**src/rtl/multdiv_unit.sv**
```systemverilog
// Iterative 32-bit signed multiply/divide unit.
// One start pulse launches a 32-iteration operation on operand magnitudes.
// The sign and the special cases are applied when the result is written.
// Multiply uses radix-2 shift-add, LSB first. Divide uses restoring
// shift-subtract, MSB first. Both share one 64-bit working register.
module multdiv_unit (
  input  logic        clock,
  input  logic        reset,
  input  logic        ctrl_MULT,
  input  logic        ctrl_DIV,
  input  logic [31:0] data_operandA,
  input  logic [31:0] data_operandB,
  output logic [31:0] data_result,
  output logic        data_exception,
  output logic        data_resultRDY,
  output logic        busy
);

  typedef enum logic [1:0] {IDLE, RUN, DONE} state_t;

  state_t      state;
  logic [4:0]  cnt;
  logic        is_mult;
  logic        neg;       // result sign: signA ^ signB
  logic        div_zero;
  logic        div_ovf;   // 0x80000000 / -1
  logic [31:0] addend;    // multiplicand |A| or divisor |B|
  logic [63:0] acc;       // mult: {partial, multiplier}; div: {remainder, dividend/quotient}

  logic        start;
  logic [31:0] mag_a, mag_b;
  logic [32:0] mul_sum;
  logic [31:0] shifted;
  logic [32:0] diff;
  logic [63:0] step_next;
  logic [63:0] prod_signed;
  logic [31:0] quot_signed;
  logic [31:0] fin_res;
  logic        fin_exc;

  assign start = ctrl_MULT | ctrl_DIV;
  // The magnitude of 0x80000000 is 2^31, which still fits as an unsigned 32-bit value.
  assign mag_a = data_operandA[31] ? (32'd0 - data_operandA) : data_operandA;
  assign mag_b = data_operandB[31] ? (32'd0 - data_operandB) : data_operandB;

  // One iteration of either algorithm, plus the signed final result taken from that step.
  always_comb begin
    mul_sum     = {1'b0, acc[63:32]} + {1'b0, (acc[0] ? addend : 32'd0)};
    // Remainder stays below the divisor (at most 2^31), so bit 62 down holds the shifted value.
    shifted     = acc[62:31];
    diff        = {1'b0, shifted} - {1'b0, addend};
    if (is_mult)
      step_next = {mul_sum, acc[31:1]};
    else if (diff[32])
      step_next = {shifted, acc[30:0], 1'b0};
    else
      step_next = {diff[31:0], acc[30:0], 1'b1};

    prod_signed = neg ? (64'd0 - step_next) : step_next;
    quot_signed = neg ? (32'd0 - step_next[31:0]) : step_next[31:0];

    if (is_mult) begin
      fin_res = prod_signed[31:0];
      fin_exc = ~((&prod_signed[63:31]) | ~(|prod_signed[63:31]));
    end else if (div_zero) begin
      fin_res = 32'd0;
      fin_exc = 1'b1;
    end else begin
      fin_res = quot_signed;
      fin_exc = div_ovf;
    end
  end

  // Control FSM, datapath registers and registered outputs.
  always_ff @(posedge clock or posedge reset) begin
    if (reset) begin
      state          <= IDLE;
      cnt            <= 5'd0;
      is_mult        <= 1'b0;
      neg            <= 1'b0;
      div_zero       <= 1'b0;
      div_ovf        <= 1'b0;
      addend         <= 32'd0;
      acc            <= 64'd0;
      data_result    <= 32'd0;
      data_exception <= 1'b0;
      data_resultRDY <= 1'b0;
      busy           <= 1'b0;
    end else begin
      case (state)
        RUN: begin
          acc <= step_next;
          cnt <= cnt + 5'd1;
          if (cnt == 5'd31) begin
            state          <= DONE;
            busy           <= 1'b0;
            data_resultRDY <= 1'b1;
            data_result    <= fin_res;
            data_exception <= fin_exc;
          end
        end
        default: begin
          data_resultRDY <= 1'b0;
          if (start) begin
            state    <= RUN;
            busy     <= 1'b1;
            cnt      <= 5'd0;
            is_mult  <= ctrl_MULT;
            neg      <= data_operandA[31] ^ data_operandB[31];
            div_zero <= (data_operandB == 32'd0);
            div_ovf  <= (data_operandA == 32'h8000_0000) && (data_operandB == 32'hFFFF_FFFF);
            addend   <= ctrl_MULT ? mag_a : mag_b;
            acc      <= {32'd0, (ctrl_MULT ? mag_b : mag_a)};
          end else begin
            state <= IDLE;
          end
        end
      endcase
    end
  end

endmodule

```
**config.mk**
```make
export PLATFORM = sky130hd
export DESIGN_NAME = multdiv_unit
export DESIGN_NICKNAME = d
export VERILOG_FILES = /design/src/rtl/multdiv_unit.sv
export SDC_FILE = /design/constraint.sdc
export NUM_CORES = 1
export LEC_CHECK = 0
export BUFFER_PORTS_ARGS = -buffer_cell sky130_fd_sc_hd__buf_2
export CORE_ASPECT_RATIO = 1.4
export CORE_MARGIN = 1
export CORE_UTILIZATION = 45
export DETAILED_ROUTE_END_ITERATION = 12
export MAX_ROUTING_LAYER = met4
export PLACE_DENSITY_LB_ADDON = 0.08
export SKIP_LAST_GASP = 1
export SLEW_MARGIN = 20
export SYNTH_ARGS = -nofsm -noshare
export SYNTH_HDL_FRONTEND = slang
export SYNTH_SLANG_ARGS = --single-unit
```
**constraint.sdc**
```tcl
create_clock -name clock -period 6.25 [get_ports clock]
set_input_delay 0.3125 -clock clock [delete_from_list [all_inputs] [get_ports clock]]
set_output_delay 0.3125 -clock clock [all_outputs]
set_load 0.005 [all_outputs]
```
Word level (Yosys, flattened, before mapping):

Cells that the tools add are included.

* bits in registers: 142
* input bits: 68
* output and inout port bits: 35

* add/sub/neg operators: 7
* equal/unequal tests: 5
* multiplexer cells: 25
* bitwise logic cells: 6
* reductions and logical operators: 8

Operators by type and width (count)
* $mux 64: 5
* $mux 32: 8
* $sub 1x32->32 const A: 3
* $eq 32x32->1 const B: 2
* $sub 1x64->64 const A: 1
* $add 32x32->33: 1
* $reduce_and 33->1: 1
* $reduce_or 33->1: 1
* $sub 32x32->33: 1
* $logic_not 32->1: 1
* $mux 5: 2
* $mux 1: 8
* $reduce_and 2->1: 3
* $add 5x1->5 const B: 1
* $eq 5x5->1 const B: 1
* $mux 2: 2
* $not 1->1: 3
* $eq 2x1->1 const B: 1
* $ne 2x2->1 const B: 1
* $or 1x1->1: 2
* $reduce_bool 2->1: 1
* $logic_and 1x1->1: 1
* $xor 1x1->1: 1

Longest topological paths before layout:

* depth after elaboration: 10
* depth in mapped cells: 27
* mapped depth without buffers: 24

Worst setup path after synthesis:

Ideal clock, no wire load.

* path kind: reg-to-reg
* start: register is_mult
* end: register data_exception
* library setup time: 0.128 ns
* data arrival time: 6.120 ns
* slack: 0.001 ns
* stages on the path, launching flop included: 27
* path buffers: 12
* period minus slack after synthesis: 6.249 ns
* path through: dfrtp_1 buf_6 buf_4 buf_4 buf_2 buf_1 buf_2 buf_2 buf_2 buf_1 clkbuf_1 buf_2 a21oi_1 ha_1 o21a_1 nand2_1 or4_1 buf_2 nand2b_4 or3_1 or4_1 or4_4 o41ai_2 xor2_1 a2111o_1 nor4_2 nor3_1

* cells in the longest elaborated chain, start to end: 8

Ends and longest elaborated chain
* start: declaration: line 23 `logic is_mult;`
* start signal: assignment: line 108 `is_mult <= ctrl_MULT;`
* $mux 64: line 52 `if (is_mult)`
* $sub 1x64->64: line 59 `prod_signed = neg ? (64'd0 - step_next) : step_next;`
* $mux 64: line 59
* $reduce_or 33->1: line 64 `fin_exc = ~((&prod_signed[63:31]) | ~(|prod_signed[63:31]));`
* $not 1->1: line 64
* $or 1x1->1: line 64
* $not 1->1: line 64
* $mux 1 (*): line 62 `if (is_mult) begin`
* end signal: assignment: line 99 `data_exception <= fin_exc;`
* end: declaration: line 14 `output logic data_exception,`

Mark *: on every way between the ends. The rest lies on a longest branch, timed or not.
A chain may end at the register's enable or synchronous reset.

Worst setup path after layout:

* start: register acc[56]
* end: register data_exception

* cells in the longest elaborated chain, start to end: 10

Ends and longest elaborated chain
* start: declaration: line 28 `logic [63:0] acc;`
* start signal: assignment: line 92 `acc <= step_next;`
* start signal: assignment: line 113 `acc <= {32'd0, (ctrl_MULT ? mag_b : mag_a)};`
* $sub 32x32->33: line 51 `diff = {1'b0, shifted} - {1'b0, addend};`
* $mux 64: line 54 `else if (diff[32])`
* $mux 64 (*): line 52
* $sub 1x64->64: line 59
* $mux 64 (*): line 59
* $reduce_or 33->1: line 64
* $not 1->1: line 64
* $or 1x1->1 (*): line 64
* $not 1->1 (*): line 64
* $mux 1 (*): line 62

Marks and branches as above.

==> flow_summary.yaml <==
run_status:
  status: "finished with violations"
  failed_checks: "negative hold slack"
clock_network:
  numCtsBuffers: 17
  clock_tree.buffer_depth: 2
  clkLatencyLatePin_ps: 460
  h-tree-depth: 4
  tritoncts: "yes"
  clkSinkCount: 141
  cts_root_buffer: "clkbuf_16"
  cts.clk_slew.worst_paths_ps: 70
sta:
  fin_crit_ps: 5910
  finalSetupTns_ps: 0
  worst-slew-pin-transition_ps: 985
  setup_slack_ps: 340
  holdWs_ps: -11.2
  setup_viol: 0
  drv_slew: 0
  clock-skew-final_ps: 7.62
  slew-limit-headroom_pct: 32.7
  fmax_ghz: 0.169
  rsz0062_at_grt: "false"
  finalHoldViolations: 3
  period_share_pct: 94.6
floorplanning:
  die_x_um: 150
  row_count: 75
  die_area_mm2: 0.0312
  start_util_pct: 45.8
  die_height_um: 209
  ioPinCount: 103
  core_mm2: 0.0299
place:
  dpl.hpwl_um: 40300
  port_buffers: 102
  pre_cts_slack_ps: 380
  place.gp.congestion: 0.976
synthesis:
  syn-instance-count: 1729
  synth_area_leaders: "dfrtp_1 (26%), ha_1 (6.4%), o21ai_0 (5.5%)"
  synth_top_area_share_pct: 25.7
  synth.net_count: 1869
  synth-seq-cells: 141
  synth_area_leader_cell: "dfrtp_1"
  synth_cell_types: 89
  yosysMostFrequentCell: "nand2_1"
  synth_common_cells: "nand2_1 (189), o21ai_0 (152), dfrtp_1 (141)"
  syn_avg_cell_area_um2: 7.93
  syn_area_mm2: 0.0137
  ys_seq_area_share_pct: 25.7
  synth_ff_type: "dfrtp_1"
  yosysWarnings: 0
  synth-edff-count: 0
  async_flop_share_pct: 100
global_routing:
  grt.total_usage_pct: 35.3
  grt.overflow.total: 0
  grt_pass1_vias: 13800
  grt_pass1_wl_um: 80500
  grt_max_degree: 87
  antenna_found_initial: 0
drt:
  drtIter0Drc: 1081
  ant_nets: 0
  drc: 0
  firstDrtPassIters: 6
  wirelength_um: 52800
  avgRoutedWirePerCell_um: 23.9
  vias_per_cell: 6.41
  dr_total_vias: 14100
final_layout:
  fin_util_pct: 51.3
  drive_gt1_share_pct: 12.7
  nNetsFinal: 1949
  diodes: 0
  syn_to_final_growth_pct: 12.0
worst_hold_path:
  hold_class: "input pin to async pin"
setup_path:
  reg2reg_from: "acc[56]$_DFFE_PP0P_"
  crit_arrival_ps: 6250
  r2r_end: "data_exception$_DFFE_PP0P_"
  worstPathRequired_ps: 6590
  crit_path_start_kind: "flop"
  rrSetupSlack_ps: 340
  path_max_fanout: 8
  r2r_cells: 21
  worst_setup_path_end_kind: "flop"
  critical_path_class: "flop to flop"
run:
  cap_violations: 0
cell type report:
type                            count  area, um2
Fill cell                        3020      14600
Multi-Input combinational cell   1435       9600
Sequential cell                   141       3530
Timing Repair Buffer              152        886
Tap cell                          385        482
Clock buffer                       19        443
Inverter                           62        238
Clock inverter                     13        180
critical path, stage by stage, from the launching register on:
cell and delay (ps):
dfrtp_1 420, ha_1 400, a211o_1 320, a21oi_1 270, a21o_1 220, and2_1 200
a31o_1 200, nor2_1 80, a21oi_1 170, ha_1 200, o21a_1 150, nand2_1 70
or4_1 540, nand2b_4 170, or3_1 340, or4_1 440, or4_4 460, o41ai_2 240
xor2_1 140, a2111o_1 430, nor4_2 270, nor3_1 80
per-stage QoR:
step / hold slack (ps) / cell area (um2) / cells
final: -11.2 / 15400 / 2207
after global routing: 75.3 / 15400 / 2207
after CTS: 59.1 / 15300 / 2207
after detailed placement: 461 / 14700 / 2175
after global placement: 458 / 14700 / 2175
after floorplan: 449 / 13700 / 1729
flip-flops by register name, summed over array words and instances (netlist names), 5 cells and up:
name,cells
data_result,32
addend,32
acc,64
cnt,5
how the worst max path moves through the flow:
stage,startpoint,end,depth (start not counted)
floorplan,is_mult$_DFFE_PP0P_,data_exception$_DFFE_PP0P_,26
global placement,acc[56]$_DFFE_PP0P_,data_exception$_DFFE_PP0P_,22
detailed placement,acc[56]$_DFFE_PP0P_,data_exception$_DFFE_PP0P_,21
CTS,addend[25]$_DFFE_PP0P_,data_exception$_DFFE_PP0P_,23
global route,addend[25]$_DFFE_PP0P_,data_exception$_DFFE_PP0P_,23
finish,acc[56]$_DFFE_PP0P_,data_exception$_DFFE_PP0P_,21
routing by layer:
metal  up-vias  GRT usage [%]  wire (um)
li1       6577              -          -
met1      6890           41.0      20900
met2       545           60.6      26900
met3       136           3.44       2620
met4         0           16.2       2380
met5         -              -          0
repair_timing:
item                                    in CTS  in global routing
endpoints found under the setup margin       0                  1
buffers inserted                             0                  0
hold buffers                                 0                  0
resized for setup                            0                  2
cells in the final DEF, fill, tap and decap left out, types with 9 or more instances in the layout:
cell	count
buf_2	102
buf_4	50
inv_1	59
o211ai_1	9
nor3_1	46
dfrtp_1	139
nor2b_1	11
a21oi_1	100
a22o_1	27
and3_1	17
ha_1	70
clkbuf_16	17
a31oi_1	11
a221oi_1	14
a22oi_1	12
and2_1	40
or3_1	12
o41ai_1	19
or4_1	16
nor4_1	11
o221ai_1	33
xnor2_1	80
nand3_1	30
nor3b_1	11
nand2b_1	20
a221o_1	10
o21ai_0	152
o22ai_1	20
mux2i_1	30
nor2_1	114
a211oi_1	15
o21a_1	15
a21o_1	30
o31ai_1	31
nand2_1	189
nand4_1	33
xor2_1	84
a211o_1	9
kinds of logic (layout without fill, tap and decap cells):
group           after synthesis  count (layout)  synth area share, %
flops                       141             141                 25.7
compound gates              566             566                 27.9
fa+ha+maj                    72              72                 6.68
mux                          38              38                 2.85
simple gates                595             595                 21.9
xor+xnor                    164             164                 10.5
buf+inv                     153             246                 4.47
Power is not shown: default switching activity piles up to over one toggle a cycle in this logic, so the estimate is an artifact.
